### config.mk
export PLATFORM = sky130hd
export DESIGN_NAME = hazard_forward_unit_flat
export DESIGN_NICKNAME = d
export VERILOG_FILES = /design/src/rtl/hazard_forward_unit_pkg.sv /design/src/rtl/hazard_forward_unit_if.sv /design/src/rtl/hazard_forward_unit_fwd_match_port.sv /design/src/rtl/hazard_forward_unit.sv /design/src/flat_wrapper.sv
export SDC_FILE = /design/constraint.sdc
export NUM_CORES = 1
export LEC_CHECK = 0
export BUFFER_PORTS_ARGS = -buffer_cell sky130_fd_sc_hd__buf_2
export CAP_MARGIN = 20
export CORE_ASPECT_RATIO = 0.8
export CORE_MARGIN = 4
export CORE_UTILIZATION = 59
export DETAILED_ROUTE_END_ITERATION = 10
export GPL_ROUTABILITY_DRIVEN = 0
export PLACE_DENSITY = 0.9
export SLEW_MARGIN = 0
export SYNTH_ARGS = -nofsm -noshare
export SYNTH_HDL_FRONTEND = slang
export SYNTH_SLANG_ARGS = --single-unit
### constraint.sdc
create_clock -name clk -period 10.04 [get_ports clk]
set_clock_uncertainty 0.2 [all_clocks]
set_input_delay 2.008 -clock clk [delete_from_list [all_inputs] [get_ports clk]]
set_output_delay 2.008 -clock clk [all_outputs]
set_load 0.005 [all_outputs]
### src/rtl/hazard_forward_unit_pkg.sv
// -----------------------------------------------------------------------------
// hazard_forward_unit_pkg
// Shared definitions for the hazard/forwarding unit and the datapath muxes that
// decode its selects.
//   - Forward-select encoding: FWD_RF (0) selects the register file. A nonzero
//     select names a result bus. For ID consumers, j+1 means the bus of stage j.
//     For EXE consumers, j means the bus of stage j.
//   - Tag layout (TW = AW+2 bits): {wen, dest[AW-1:0], is_load}.
// -----------------------------------------------------------------------------
package hazard_forward_unit_pkg;

   localparam int unsigned FWD_RF       = 0;
   localparam int unsigned TAG_LOAD_BIT = 0;
   localparam int unsigned TAG_DEST_LSB = 1;

   // Tag width for a given register-number width.
   function automatic int unsigned tag_w(input int unsigned aw);
      return aw + 2;
   endfunction

   // Bit position of the write-enable flag inside a tag.
   function automatic int unsigned tag_wen_bit(input int unsigned aw);
      return aw + 1;
   endfunction

endpackage

### src/rtl/hazard_forward_unit_if.sv
// -----------------------------------------------------------------------------
// hazard_forward_unit_if
// ID-stage view of the hazard unit.
//   master : pipeline control. It drives the ID instruction description, flush
//            and ext_hold, and receives stall, the forward selects and stall_cnt.
//   slave  : the hazard unit.
// id_src packs port p at [p*AW +: AW]. The forward selects pack port p at
// [p*SELW +: SELW].
// -----------------------------------------------------------------------------
interface hazard_forward_unit_if #(
   parameter int AW    = 5,
   parameter int NRP   = 2,
   parameter int DEPTH = 3,
   parameter int CNTW  = 32
);
   localparam int SELW = $clog2(DEPTH + 1);

   logic                 id_valid;
   logic [NRP*AW-1:0]    id_src;
   logic [NRP-1:0]       id_src_used;
   logic                 id_is_branch;
   logic [AW-1:0]        id_dest;
   logic                 id_wen;
   logic                 id_is_load;
   logic                 flush;
   logic                 ext_hold;
   logic                 stall;
   logic [NRP*SELW-1:0]  fwd_sel_id;
   logic [NRP*SELW-1:0]  fwd_sel_exe;
   logic [CNTW-1:0]      stall_cnt;

   modport master (
      output id_valid, id_src, id_src_used, id_is_branch, id_dest, id_wen,
             id_is_load, flush, ext_hold,
      input  stall, fwd_sel_id, fwd_sel_exe, stall_cnt
   );

   modport slave (
      input  id_valid, id_src, id_src_used, id_is_branch, id_dest, id_wen,
             id_is_load, flush, ext_hold,
      output stall, fwd_sel_id, fwd_sel_exe, stall_cnt
   );

endinterface

### src/rtl/hazard_forward_unit_fwd_match_port.sv
// -----------------------------------------------------------------------------
// hazard_forward_unit_fwd_match_port
// Priority match of one source register against all tracked stage tags.
//   src/used : source register number and whether the port is read
//   tags     : DEPTH packed tags, stage k at [k*TW +: TW] (stage 0 = EXE)
//   hit      : some stage writes src (register 0 never matches)
//   idx      : youngest (lowest-index) matching stage
//   is_load  : that producer is a load
// -----------------------------------------------------------------------------
module hazard_forward_unit_fwd_match_port
   import hazard_forward_unit_pkg::*;
#(
   parameter int AW    = 5,
   parameter int DEPTH = 3,
   parameter int IDXW  = 2
) (
   input  logic [AW-1:0]                 src,
   input  logic                          used,
   input  logic [DEPTH*tag_w(AW)-1:0]    tags,
   output logic                          hit,
   output logic [IDXW-1:0]               idx,
   output logic                          is_load
);
   localparam int TW = tag_w(AW);
   localparam int WB = tag_wen_bit(AW);

   // Walk from oldest to youngest so the youngest match overwrites older ones.
   always_comb begin
      hit     = 1'b0;
      idx     = '0;
      is_load = 1'b0;
      for (int k = DEPTH - 1; k >= 0; k--) begin
         if (used && (src != '0) && tags[k*TW + WB] &&
             (tags[k*TW + TAG_DEST_LSB +: AW] == src)) begin
            hit     = 1'b1;
            idx     = IDXW'(k);
            is_load = tags[k*TW + TAG_LOAD_BIT];
         end
      end
   end

endmodule

### src/rtl/hazard_forward_unit.sv
// -----------------------------------------------------------------------------
// hazard_forward_unit
// Hazard control for the in-order MIPS pipeline. It tracks destination tags for
// stages EXE..WB, produces forward selects for ID (branch compare) and EXE
// consumers, detects load-use and branch-use hazards, stalls and bubbles, and
// counts stall cycles with saturation.
// Ports:
//   clk, rst_n : clock, asynchronous active-low reset
//   hif        : slave side of hazard_forward_unit_if (ID instruction, flush,
//                ext_hold in; stall, fwd_sel_id, fwd_sel_exe, stall_cnt out)
// -----------------------------------------------------------------------------
module hazard_forward_unit
   import hazard_forward_unit_pkg::*;
#(
   parameter int AW         = 5,
   parameter int DEPTH      = 3,
   parameter int NRP        = 2,
   parameter int LOAD_STAGE = 2,
   parameter int CNTW       = 32
) (
   input  logic                  clk,
   input  logic                  rst_n,
   hazard_forward_unit_if.slave  hif
);
   localparam int SELW = $clog2(DEPTH + 1);
   localparam int TW   = tag_w(AW);
   localparam int WB   = tag_wen_bit(AW);

   logic [DEPTH*TW-1:0]   tags_q, tags_d;
   logic [NRP*SELW-1:0]   fwd_sel_exe_q, fwd_sel_exe_d;
   logic [CNTW-1:0]       stall_cnt_q, stall_cnt_d;

   logic [NRP-1:0]        hit, hit_load, haz;
   logic [SELW-1:0]       idx [NRP];
   logic [NRP*SELW-1:0]   fwd_sel_id_c;
   logic [TW-1:0]         id_tag;
   logic                  stall_c, issue;

   for (genvar p = 0; p < NRP; p++) begin : g_port
      hazard_forward_unit_fwd_match_port #(
         .AW    (AW),
         .DEPTH (DEPTH),
         .IDXW  (SELW)
      ) u_match (
         .src     (hif.id_src[p*AW +: AW]),
         .used    (hif.id_src_used[p]),
         .tags    (tags_q),
         .hit     (hit[p]),
         .idx     (idx[p]),
         .is_load (hit_load[p])
      );
   end

   // Hazard detection and ID forward selects from the current tags.
   always_comb begin
      fwd_sel_id_c = '0;
      haz          = '0;
      for (int p = 0; p < NRP; p++) begin
         if (hit[p]) begin
            fwd_sel_id_c[p*SELW +: SELW] = idx[p] + SELW'(1);
            if (hif.id_is_branch) begin
               // Branch compares in ID; an ALU result is only on a bus from MEM on.
               haz[p] = hit_load[p] ? (int'(idx[p]) < LOAD_STAGE)
                                    : (int'(idx[p]) < 1);
            end else begin
               // EXE consumer sees the producer one stage further along.
               haz[p] = hit_load[p] && (int'(idx[p]) + 1 < LOAD_STAGE);
            end
         end
      end
      stall_c = hif.id_valid & ~hif.flush & (|haz);
      issue   = hif.id_valid & ~hif.flush & ~stall_c;
      id_tag                         = '0;
      id_tag[WB]                     = hif.id_wen;
      id_tag[TAG_DEST_LSB +: AW]     = hif.id_dest;
      id_tag[TAG_LOAD_BIT]           = hif.id_is_load;
   end

   // Next state: shift tags, register EXE selects, count stalls.
   always_comb begin
      tags_d        = tags_q;
      fwd_sel_exe_d = fwd_sel_exe_q;
      stall_cnt_d   = stall_cnt_q;
      if (!hif.ext_hold) begin
         for (int k = DEPTH - 1; k >= 1; k--) begin
            tags_d[k*TW +: TW] = tags_q[(k-1)*TW +: TW];
         end
         tags_d[0 +: TW] = issue ? id_tag : '0;

         // After the shift the producer sits one stage older; a producer leaving
         // the last stage is already in the register file.
         fwd_sel_exe_d = '0;
         if (issue) begin
            for (int p = 0; p < NRP; p++) begin
               if (hit[p] && (int'(idx[p]) + 1 <= DEPTH - 1)) begin
                  fwd_sel_exe_d[p*SELW +: SELW] = idx[p] + SELW'(1);
               end
            end
         end

         if (stall_c && (stall_cnt_q != '1)) begin
            stall_cnt_d = stall_cnt_q + CNTW'(1);
         end
      end
   end

   always_ff @(posedge clk or negedge rst_n) begin
      if (!rst_n) begin
         tags_q        <= '0;
         fwd_sel_exe_q <= '0;
         stall_cnt_q   <= '0;
      end else begin
         tags_q        <= tags_d;
         fwd_sel_exe_q <= fwd_sel_exe_d;
         stall_cnt_q   <= stall_cnt_d;
      end
   end

   assign hif.stall       = stall_c;
   assign hif.fwd_sel_id  = fwd_sel_id_c;
   assign hif.fwd_sel_exe = fwd_sel_exe_q;
   assign hif.stall_cnt   = stall_cnt_q;

endmodule
### src/flat_wrapper.sv
// flat-port wrapper written by rule: the top's interface ports become plain ports
module hazard_forward_unit_flat import hazard_forward_unit_pkg::*;
#(
   parameter int AW         = 5,
   parameter int DEPTH      = 3,
   parameter int NRP        = 2,
   parameter int LOAD_STAGE = 2,
   parameter int CNTW       = 32
)
  (clk, rst_n, hif_id_valid, hif_id_src, hif_id_src_used, hif_id_is_branch, hif_id_dest, hif_id_wen, hif_id_is_load, hif_flush, hif_ext_hold, hif_stall, hif_fwd_sel_id, hif_fwd_sel_exe, hif_stall_cnt);
  hazard_forward_unit_if #(.AW(AW), .NRP(NRP), .DEPTH(DEPTH), .CNTW(CNTW)) hif_i ();
  input  logic clk;
  input  logic rst_n;
  input wire logic [$bits(hif_i.id_valid)-1:0] hif_id_valid;
  input wire logic [$bits(hif_i.id_src)-1:0] hif_id_src;
  input wire logic [$bits(hif_i.id_src_used)-1:0] hif_id_src_used;
  input wire logic [$bits(hif_i.id_is_branch)-1:0] hif_id_is_branch;
  input wire logic [$bits(hif_i.id_dest)-1:0] hif_id_dest;
  input wire logic [$bits(hif_i.id_wen)-1:0] hif_id_wen;
  input wire logic [$bits(hif_i.id_is_load)-1:0] hif_id_is_load;
  input wire logic [$bits(hif_i.flush)-1:0] hif_flush;
  input wire logic [$bits(hif_i.ext_hold)-1:0] hif_ext_hold;
  output wire logic [$bits(hif_i.stall)-1:0] hif_stall;
  output wire logic [$bits(hif_i.fwd_sel_id)-1:0] hif_fwd_sel_id;
  output wire logic [$bits(hif_i.fwd_sel_exe)-1:0] hif_fwd_sel_exe;
  output wire logic [$bits(hif_i.stall_cnt)-1:0] hif_stall_cnt;
  assign hif_i.id_valid = hif_id_valid;
  assign hif_i.id_src = hif_id_src;
  assign hif_i.id_src_used = hif_id_src_used;
  assign hif_i.id_is_branch = hif_id_is_branch;
  assign hif_i.id_dest = hif_id_dest;
  assign hif_i.id_wen = hif_id_wen;
  assign hif_i.id_is_load = hif_id_is_load;
  assign hif_i.flush = hif_flush;
  assign hif_i.ext_hold = hif_ext_hold;
  assign hif_stall = hif_i.stall;
  assign hif_fwd_sel_id = hif_i.fwd_sel_id;
  assign hif_fwd_sel_exe = hif_i.fwd_sel_exe;
  assign hif_stall_cnt = hif_i.stall_cnt;
  hazard_forward_unit #(.AW(AW), .DEPTH(DEPTH), .NRP(NRP), .LOAD_STAGE(LOAD_STAGE), .CNTW(CNTW)) u_core (.clk(clk), .rst_n(rst_n), .hif(hif_i));
endmodule
==> results.json <==
{
  "num_antenna_cells": 0,
  "grt_pass1_vias": 2547,
  "synth.cell_area_um2": 3170,
  "relSlewSlack": 0.388,
  "core_um2": 5090,
  "avgSynthCellArea_um2": 10.6,
  "cts_buffers": 9,
  "route.detailed.drc": 0,
  "critPathMaxFanout": 7,
  "cts.path.max_buffers": 2,
  "dr_wl_met3_um": 627,
  "grt_antenna_before_repair": 0,
  "hold_buffers": 0,
  "cts.sinks": 57,
  "n_fill_cell": 368,
  "num_vias": 2614,
  "grt_usage": 0.240,
  "fin_area_um2": 3720,
  "setup_slack_ns": 3.31,
  "crit_arrival_ns": 4.52,
  "leakagePower_uw": 0.00174,
  "cts_setup_buffers": 0,
  "start_util": 0.622,
  "place_ws_ns": 3.32,
  "synth_edf_count": 0,
  "wl_met1_um": 3350,
  "ys.flop_type": "dfrtp_1",
  "hold_violations": 0,
  "grt_max_degree": 58,
  "ir_drop_mv": 0.147,
  "worst_slew_pin_slew_ns": 0.910,
  "num_rows": 23,
  "ios": 66,
  "synth_cells": 298,
  "routed_wl_um": 7590,
  "dr_wl_met2_um": 3500,
  "fin_nets": 395,
  "globalRouteOverflowTotal": 0,
  "max_freq_ghz": 0.149,
  "setup.worst_path.start_class": "input port",
  "report.final.slew_viol_count": 0,
  "cts_tree": "built",
  "top_layer": "met4",
  "grt_pass1_wl_um": 12400,
  "final_cell_mix": "buf_2, dfrtp_1, xnor2_1",
  "hpwl_um": 5480,
  "final_common_cell": "buf_2",
  "h-tree-depth": 3,
  "synth_cell_types": 49,
  "dieArea_um2": 6610,
  "outcome": "complete, no violations",
  "hold_class": "reg2reg",
  "ctsResizeCount": 0,
  "drtPass1Iterations": 5,
  "power_density_nw_per_um2": 137,
  "end_kind": "output pin",
  "setup_viol_count_final": 0,
  "max_cap_violations": 0,
  "rsz0062_at_grt": "no",
  "wl_per_cell_um": 17.6,
  "synth-async-reset-ratio": 1.00,
  "cp.required_ns": 7.83,
  "dr.first_iter.drc_count": 259,
  "die_w_um": 89.9,
  "die_h_um": 73.5,
  "fin_setup_tns_ns": 0,
  "drt-vias-per-instance": 6.05,
  "yosysWarnings": 0,
  "crit_type": "in2out",
  "ys_seq_area_frac": 0.450,
  "syn-num-nets": 328,
  "ys_ff_latch": 57,
  "period_share": 0.670,
  "areaGrowthSynthToFinish_pct": 17.6,
  "insertion_delay_ns": 0.35,
  "period_needed_ns": 6.73,
  "layout-drive-gt1-share": 0.289,
  "ant_nets": 0,
  "clock-root-buffer": "clkbuf_8",
  "dpl_cell_area_um2": 3530,
  "io_buffers": 65,
  "path_clk_slew_ns": 0.07
}
==> final cells by class <==
cell class | count | area, um2 | area share
sequential | 57 | 1430 | 0.383
multi-input combinational | 226 | 1670 | 0.449
clock inverter | 5 | 55.1 | 0.0148
tap | 62 | 77.6 | 0.0208
inverter | 5 | 18.8 | 0.00504
clock buffer | 11 | 141 | 0.0380
timing repair buffer | 66 | 333 | 0.0894
==> flip-flops by register name (all words and copies together) (netlist names) <==
name / flops
u_core.hif.stall_cnt: 32
u_core.tags_q: 21
u_core.hif.fwd_sel_exe: 4
==> worst max-delay path, cell delays in order <==
cell	delay (ns)
buf_2	0.13
or4_4	0.57
o21ai_4	0.23
or3_2	0.20
nand3_1	0.12
ha_1	0.24
o31a_1	0.30
o32ai_2	0.33
and2_1	0.21
nor2_1	0.05
buf_2	0.12
==> cell usage after synthesis, drive strengths merged, types with 2 or more instances <==
library cell / instances / share of area
a2111oi: 2 / 0.0055
a211o: 2 / 0.0055
a211oi: 2 / 0.0047
a21o: 2 / 0.0051
a21oi: 2 / 0.0043
a22o: 9 / 0.025
a32o: 2 / 0.0067
and2: 4 / 0.0079
and3: 6 / 0.012
and4: 3 / 0.0083
buf: 5 / 0.0095
clkbuf: 5 / 0.0063
dfrtp: 57 / 0.45
ha: 5 / 0.020
inv: 5 / 0.0059
mux2: 14 / 0.050
nand2: 24 / 0.028
nand2b: 2 / 0.0040
nand3: 18 / 0.028
nand4: 15 / 0.030
nor2: 6 / 0.0071
nor3: 9 / 0.014
nor4: 15 / 0.030
o21ai: 2 / 0.0067
o32ai: 2 / 0.0079
or2: 2 / 0.0040
or3: 6 / 0.013
or4: 3 / 0.0083
xnor2: 46 / 0.13
xor2: 15 / 0.041
==> per-layer routing <==
layer / track usage / vias up
li1: - / 1218
met1: 0.317 / 1266
met2: 0.368 / 117
met3: 0.0860 / 13
met4: 0.0934 / 0
met5: 0 / -
==> power by group <==
part / internal [uW] / switching [uW] / total, uW
clock network: 120 / 95.1 / 216
logic: 22.1 / 25.6 / 47.7
registers: 236 / 9.14 / 245
==> per-stage QoR <==
step	hold WS [ns]	cells	utilization	power, uW
6_report	0.288	432	0.731	509
5_1_grt	0.303	432	0.731	530
4_1_cts	0.288	432	0.731	512
3_5_place_dp	0.278	416	0.692	297
3_3_place_gp	0.269	416	0.692	294
2_1_floorplan	0.277	298	-	277
==> logic make-up after synthesis <==
kind of cell	synth area share
compound gates	0.0873
xor+xnor	0.169
fa+ha+maj	0.0198
buf+inv	0.0217
flops	0.450
mux	0.0498
simple gates	0.202
==> worst paths after layout <==
kind                                      startpoint                        end  slack (ns)  depth (start not counted)
max                                    hif_id_src[5]                  hif_stall        3.31                         11
min                        u_core.hif.fwd_sel_exe[3]  u_core.hif.fwd_sel_exe[3]        0.29                          1
max reg2reg                        u_core.tags_q[17]  u_core.hif.fwd_sel_exe[1]        6.42                         10
min reg2reg                u_core.hif.fwd_sel_exe[3]  u_core.hif.fwd_sel_exe[3]        0.29                          1
max in group asynchronous                      rst_n   u_core.hif.stall_cnt[10]        7.57                          2
min in group asynchronous                      rst_n           u_core.tags_q[1]        1.59                          2
No activity file was read; power rests on OpenSTA's default activity.
